**src/rtl/hex_disp_ctrl.sv**
```systemverilog
// hex_disp_ctrl: four-digit seven-segment display controller with an
// Avalon-MM slave register interface.
//
// Registers: 0 DATA (four hex nibbles), 1 CTRL (blank / blink masks),
// 2 STATUS (blink phase), 3 reserved.
//
// Build option: define HEX_DISP_BLINK_EN to include the blink counter,
// the blink phase and the CTRL[7:4] blink mask. Without it the blink
// mask reads 0, writes to it are dropped and STATUS always reads 0.

module hex_disp_ctrl #(
  parameter int BLINK_DIV = 25000000  // clk cycles per blink half-period
) (
  input  logic        clk,
  input  logic        reset_n,
  input  logic        chipselect,
  input  logic [1:0]  address,
  input  logic        write,
  input  logic [31:0] writedata,
  input  logic        read,
  output logic [31:0] readdata,
  output logic [6:0]  hex0,
  output logic [6:0]  hex1,
  output logic [6:0]  hex2,
  output logic [6:0]  hex3
);

  typedef enum logic [1:0] {
    ADDR_DATA   = 2'd0,
    ADDR_CTRL   = 2'd1,
    ADDR_STATUS = 2'd2,
    ADDR_RSVD   = 2'd3
  } reg_addr_e;

  // All segment lines are active-low; this is every segment off.
  localparam logic [6:0] SEG_OFF = 7'h7F;

  // Wide enough for the largest legal divider (2^26 - 1).
  localparam int CNT_W = 26;

  // Active-low segment pattern for one hex digit (bit0 = a ... bit6 = g).
  function automatic logic [6:0] seg_decode(input logic [3:0] nib);
    logic [6:0] seg;
    case (nib)
      4'h0:    seg = 7'h40;
      4'h1:    seg = 7'h79;
      4'h2:    seg = 7'h24;
      4'h3:    seg = 7'h30;
      4'h4:    seg = 7'h19;
      4'h5:    seg = 7'h12;
      4'h6:    seg = 7'h02;
      4'h7:    seg = 7'h78;
      4'h8:    seg = 7'h00;
      4'h9:    seg = 7'h10;
      4'hA:    seg = 7'h08;
      4'hB:    seg = 7'h03;
      4'hC:    seg = 7'h46;
      4'hD:    seg = 7'h21;
      4'hE:    seg = 7'h06;
      default: seg = 7'h0E;
    endcase
    return seg;
  endfunction

  reg_addr_e  addr;
  logic       wr_en;
  logic       rd_en;

  logic [15:0] data_q;
  logic [3:0]  blank_q;
  logic [3:0]  blink_mask;
  logic        blink_phase;

  logic [31:0]      rd_mux;
  logic [3:0][6:0]  seg_next;

  assign addr  = reg_addr_e'(address);
  assign wr_en = chipselect & write;
  assign rd_en = chipselect & read;

  // DATA and CTRL blank mask: written in the same cycle the strobe is seen.
  always_ff @(posedge clk or negedge reset_n) begin
    if (!reset_n) begin
      data_q  <= '0;
      blank_q <= '0;
    end else if (wr_en) begin
      // NOTE: sequential state always uses non-blocking assignments so every
      // flop samples the pre-edge values of its inputs, independent of the
      // order the simulator evaluates processes in.
      if (addr == ADDR_DATA) data_q  <= writedata[15:0];
      if (addr == ADDR_CTRL) blank_q <= writedata[3:0];
    end
  end

`ifdef HEX_DISP_BLINK_EN

  logic [3:0]       blink_q;
  logic [CNT_W-1:0] blink_cnt;
  logic             phase_q;
  logic             unused_wdata;

  // Bits above the CTRL byte and DATA halfword are write-ignored.
  assign unused_wdata = ^writedata[31:16];

  // CTRL blink mask register.
  always_ff @(posedge clk or negedge reset_n) begin
    if (!reset_n) begin
      blink_q <= '0;
    end else if (wr_en && addr == ADDR_CTRL) begin
      blink_q <= writedata[7:4];
    end
  end

  // Free-running half-period counter; phase flips each time it wraps.
  // Register writes never touch it.
  always_ff @(posedge clk or negedge reset_n) begin
    if (!reset_n) begin
      blink_cnt <= '0;
      phase_q   <= 1'b0;
    end else if (blink_cnt == CNT_W'(BLINK_DIV - 1)) begin
      blink_cnt <= '0;
      phase_q   <= ~phase_q;
    end else begin
      blink_cnt <= blink_cnt + 1'b1;
    end
  end

  assign blink_mask  = blink_q;
  assign blink_phase = phase_q;

`else

  logic unused_wdata;

  // Without the blink feature the blink-mask bits are dropped as well.
  assign unused_wdata = ^{writedata[31:16], writedata[7:4]};

  assign blink_mask  = 4'b0000;
  assign blink_phase = 1'b0;

`endif

  // Read mux over the register map; unmapped bits read as zero.
  always_comb begin
    // NOTE: defaulting every always_comb output first means no path leaves
    // it unassigned, so no latch can be inferred.
    rd_mux = '0;
    case (addr)
      ADDR_DATA:   rd_mux = {16'h0000, data_q};
      ADDR_CTRL:   rd_mux = {24'h000000, blink_mask, blank_q};
      ADDR_STATUS: rd_mux = {31'h0, blink_phase};
      ADDR_RSVD:   rd_mux = '0;
      default:     rd_mux = '0;
    endcase
  end

  // Read data register: captures pre-write register contents, then holds.
  always_ff @(posedge clk or negedge reset_n) begin
    if (!reset_n) begin
      readdata <= '0;
    end else if (rd_en) begin
      readdata <= rd_mux;
    end
  end

  // Per-digit segment selection: blank beats blink, blink beats decode.
  always_comb begin
    seg_next = '0;
    for (int k = 0; k < 4; k++) begin
      if (blank_q[k]) begin
        seg_next[k] = SEG_OFF;
      end else if (blink_mask[k] && blink_phase) begin
        seg_next[k] = SEG_OFF;
      end else begin
        seg_next[k] = seg_decode(data_q[4*k +: 4]);
      end
    end
  end

  // Registered segment outputs, one cycle behind the register state.
  always_ff @(posedge clk or negedge reset_n) begin
    if (!reset_n) begin
      hex0 <= SEG_OFF;
      hex1 <= SEG_OFF;
      hex2 <= SEG_OFF;
      hex3 <= SEG_OFF;
    end else begin
      hex0 <= seg_next[0];
      hex1 <= seg_next[1];
      hex2 <= seg_next[2];
      hex3 <= seg_next[3];
    end
  end

endmodule

```
**config.mk**
```make
export PLATFORM = sky130hd
export DESIGN_NAME = hex_disp_ctrl
export DESIGN_NICKNAME = d
export VERILOG_FILES = /design/src/rtl/hex_disp_ctrl.sv
export SDC_FILE = /design/constraint.sdc
export NUM_CORES = 1
export LEC_CHECK = 0
export ABC_AREA = 1
export BUFFER_PORTS_ARGS = -buffer_cell sky130_fd_sc_hd__buf_2
export CORE_AREA = 2 2 92 94
export CTS_CLUSTER_SIZE = 20
export DETAILED_ROUTE_END_ITERATION = 10
export DIE_AREA = 0 0 94 96
export PLACE_DENSITY = 0.68
export SLEW_MARGIN = 20
export SYNTH_ARGS = -nofsm -noshare
export SYNTH_HDL_FRONTEND = slang
export SYNTH_SLANG_ARGS = --single-unit
```
**constraint.sdc**
```tcl
create_clock -name clk -period 3 [get_ports clk]
set_input_delay 0.75 -clock clk [delete_from_list [all_inputs] [get_ports clk]]
set_output_delay 0.75 -clock clk [all_outputs]
set_load 0.01 [all_outputs]
```
==> metrics.md <==
| Metric | Value |
|---|---|
| Skew final | `just over 7 ps` |
| Max-slew violation count | `0` |
| Crit path kind | `in -> reg` |
| Synth area leaders | `dfrtp_1, dfstp_2, nand2_1` |
| Crit share post-route | `59.9%` |
| Switch share | `34.4%` |
| Critical path data arrival time | `2010 ps` |
| Vias in the first global route | `2521` |
| Core Rows | `33` |
| Max IR drop VDD | `around 0.21 mV` |
| CTS resizes | `0` |
| Sequential share of the synthesized area | `approximately 48%` |
| Total power | `about 2.7 mW` |
| Worst-path fanout max | `20` |
| Design area | `3950 sq um` |
| Logic pwr share | `28.4%` |
| Io pins | `99` |
| Htree depth | `3` |
| Warnings, synthesis | `0` |
| Hold Worst Slack | `between 400 and 500 ps` |
| Number of synthesized flops with an enable pin | `0` |
| Sequential share of power | `47.5%` |
| DP Area | `3780 sq um` |
| Die Span X | `94 um` |
| Mean Syn Cell Area | `~8.5 sq um` |
| Avg WL per Cell | `12.4 um` |
| Router iterations before antenna repair | `4` |
| Top-area cell type share of the netlist area | `26.2%` |
| DIE HEIGHT | `96 um` |
| Setup TNS | `0 ps` |
| Flop2flop setup slack | `1670 ps` |
| DRC violations left | `0` |
| Worst slew pin tran | `around 730 ps` |
| Post-synth top area cell | `dfrtp_1` |
| Number of CTS-inserted buffers | `9` |
| RSZ-0062 raised after global routing | `false` |
| Layout cells sized above 1 | `25.7%` |
| Area Overhead vs Synth | `15.0%` |
| Final WL | `7160 um` |
| CTS tree | `yes` |
| Clock Pin Slew Worst Setup and Hold Paths | `70 ps` |
| Maximum clock rate | `0.556 GHz` |
| RR Endpoint | `hex3[3]$_DFF_PN1_` |
| I/O Buffers | `66` |
| Depth of the worst register-to-register path | `7` |
| Relative slew slack | `between 50% and 60%` |
| Startpoint types | `primary input` |
| Clock Latency Late Sink | `350 ps` |
| GRT Util Overall | `17.2%` |
| Hold Path Class | `in -> async` |
| Post-synthesis cell count | `402` |
| Post-Syn Area | `3430 sq um` |
| CTS sink cnt | `64` |
| Synth cell types | `17` |
| Reg-to-reg startpoint | `data_q[12]$_DFFE_PN0P_` |
| PwrDens | `688 nW/um^2` |
| Final ANT Viol Nets | `0` |
| Switching pwr | `between 0.9 and 1 mW` |
| Pin count of the biggest net entering global routing | `36` |
| Int Pwr | `1.78 mW` |
| NumNets Final | `about 530` |
| First-pass GRT wire length | `11900 um` |
| Flops & latches, synth | `64` |
| Worst path required time | `3210 ps` |
| Max-Cap Viols | `0` |
| CP endpoint kind | `register` |
| Final Util | `49.1%` |
| Clock root cell | `clkbuf_8` |
| Synth top cells by count | `nand2_1, nand3_1, inv_1, dfrtp_1` |
| DP HPWL | `5270 um` |
| Most frequent cell after synthesis | `nand2_1` |
| Hold-fix buffers, CTS | `0` |
| DRT iter0 DRCs | `slightly above 70` |
| Asr flop ratio synth | `100%` |
| Via density | `around 4.8` |
| Final min period | `1800 ps` |
| Die Area | `9020 sq um` |
| Clk network pwr share | `24.1%` |
| Clk buf depth | `2` |
| Endpoints failing hold | `0` |
| Via count | `2739` |
| Core area | `around 8000 sq um` |
| LEAKAGE | `2.09 nW` |
| Main synth FF type | `dfrtp_1` |
| Initial core utilization | `about 43%` |
| Status | `completed` |
| Setup Buffers After CTS | `0` |
| GP Congestion | `0.854` |
| GRT overflow | `0` |
| Final setup viols | `0` |
| Inserted Diodes | `0` |
| Initial antenna violation count | `0` |
-- sequential cells by signal (all words and copies together), names as in the netlist --
register,count
hex1,7
blank_q,4
data_q,16
hex0,7
hex2,7
hex3,7
readdata,16
-- power groups by stage --
stage | combinational (mW) | sequential (mW) | clock (mW)
after global placement | 0.760 | 1.29 | 0
final | 0.772 | 1.29 | 0.656
after floorplan | 0.484 | 1.33 | 0
after detailed placement | 0.777 | 1.31 | 0
after CTS | 0.779 | 1.29 | 0.668
after global routing | 0.887 | 1.32 | 0.710
-- worst max-delay path, stage by stage --
cell     delay (ps)
buf_2            80
nand2_1          40
inv_1           330
nand2_1         540
nand2_1         180
o21ai_1          80
-- worst max path at each step --
stage,startpoint,endpoint,slack (ps),cells past startpoint
6_report,chipselect,data_q[3]$_DFFE_PN0P_,1200,6
5_1_grt,chipselect,data_q[8]$_DFFE_PN0P_,1080,6
4_1_cts,chipselect,data_q[3]$_DFFE_PN0P_,1220,6
3_5_place_dp,chipselect,data_q[3]$_DFFE_PN0P_,850,6
3_3_place_gp,chipselect,data_q[3]$_DFFE_PN0P_,860,6
2_1_floorplan,write,data_q[10]$_DFFE_PN0P_,1620,5
-- metal layers --
metal  global-route usage (%)  routed length [um]  up-vias
met5                        0                   0        -
met4                     8.94                 161        0
met2                     28.9                3510       73
met1                     20.4                3150     1271
li1                         -                   -     1383
met3                     4.39                 344       12
-- metrics by stage --
| step | instances | setup slack (ps) |
|---|---|---|
| 3_5_place_dp | 561 | 851 |
| 2_1_floorplan | 417 | 1620 |
| 6_report | 576 | 1200 |
| 4_1_cts | 576 | 1220 |
| 3_3_place_gp | 561 | 862 |
| 5_1_grt | 576 | 1080 |
-- logic make-up after synthesis --
family                     Yosys count  share of synthesized area (%)
other                                1                          0.109
DFF                                 64                           47.7
AOI/OAI and AO/OA                   32                           6.05
buffers and inverters               69                           9.91
and+or+nand+nor                    208                           26.1
adders and majority gates           28                           10.2
-- final cells by class --
cell class	count	area, sq um
Fill cell	793	4100
Sequential cell	64	1640
Multi-Input combinational cell	284	1510
Timing Repair Buffer	70	360
Clock buffer	15	166
Inverter	38	143
Tap cell	105	131
-- cells in the final DEF (no fill, tap or decap), types with 4 or more instances in the layout --
| master | instances |
|---|---|
| nand2_1 | 122 |
| clkbuf_8 | 11 |
| ha_1 | 28 |
| clkbuf_1 | 4 |
| dfstp_2 | 28 |
| nand3_1 | 80 |
| conb_1 | 16 |
| o21ai_1 | 4 |
| o21ai_0 | 14 |
| inv_1 | 38 |
| buf_4 | 4 |
| o211ai_1 | 4 |
| buf_2 | 66 |
| dfrtp_1 | 36 |
| nor2_1 | 4 |
| o21ai_2 | 10 |
(Power assumes the default switching activity.)
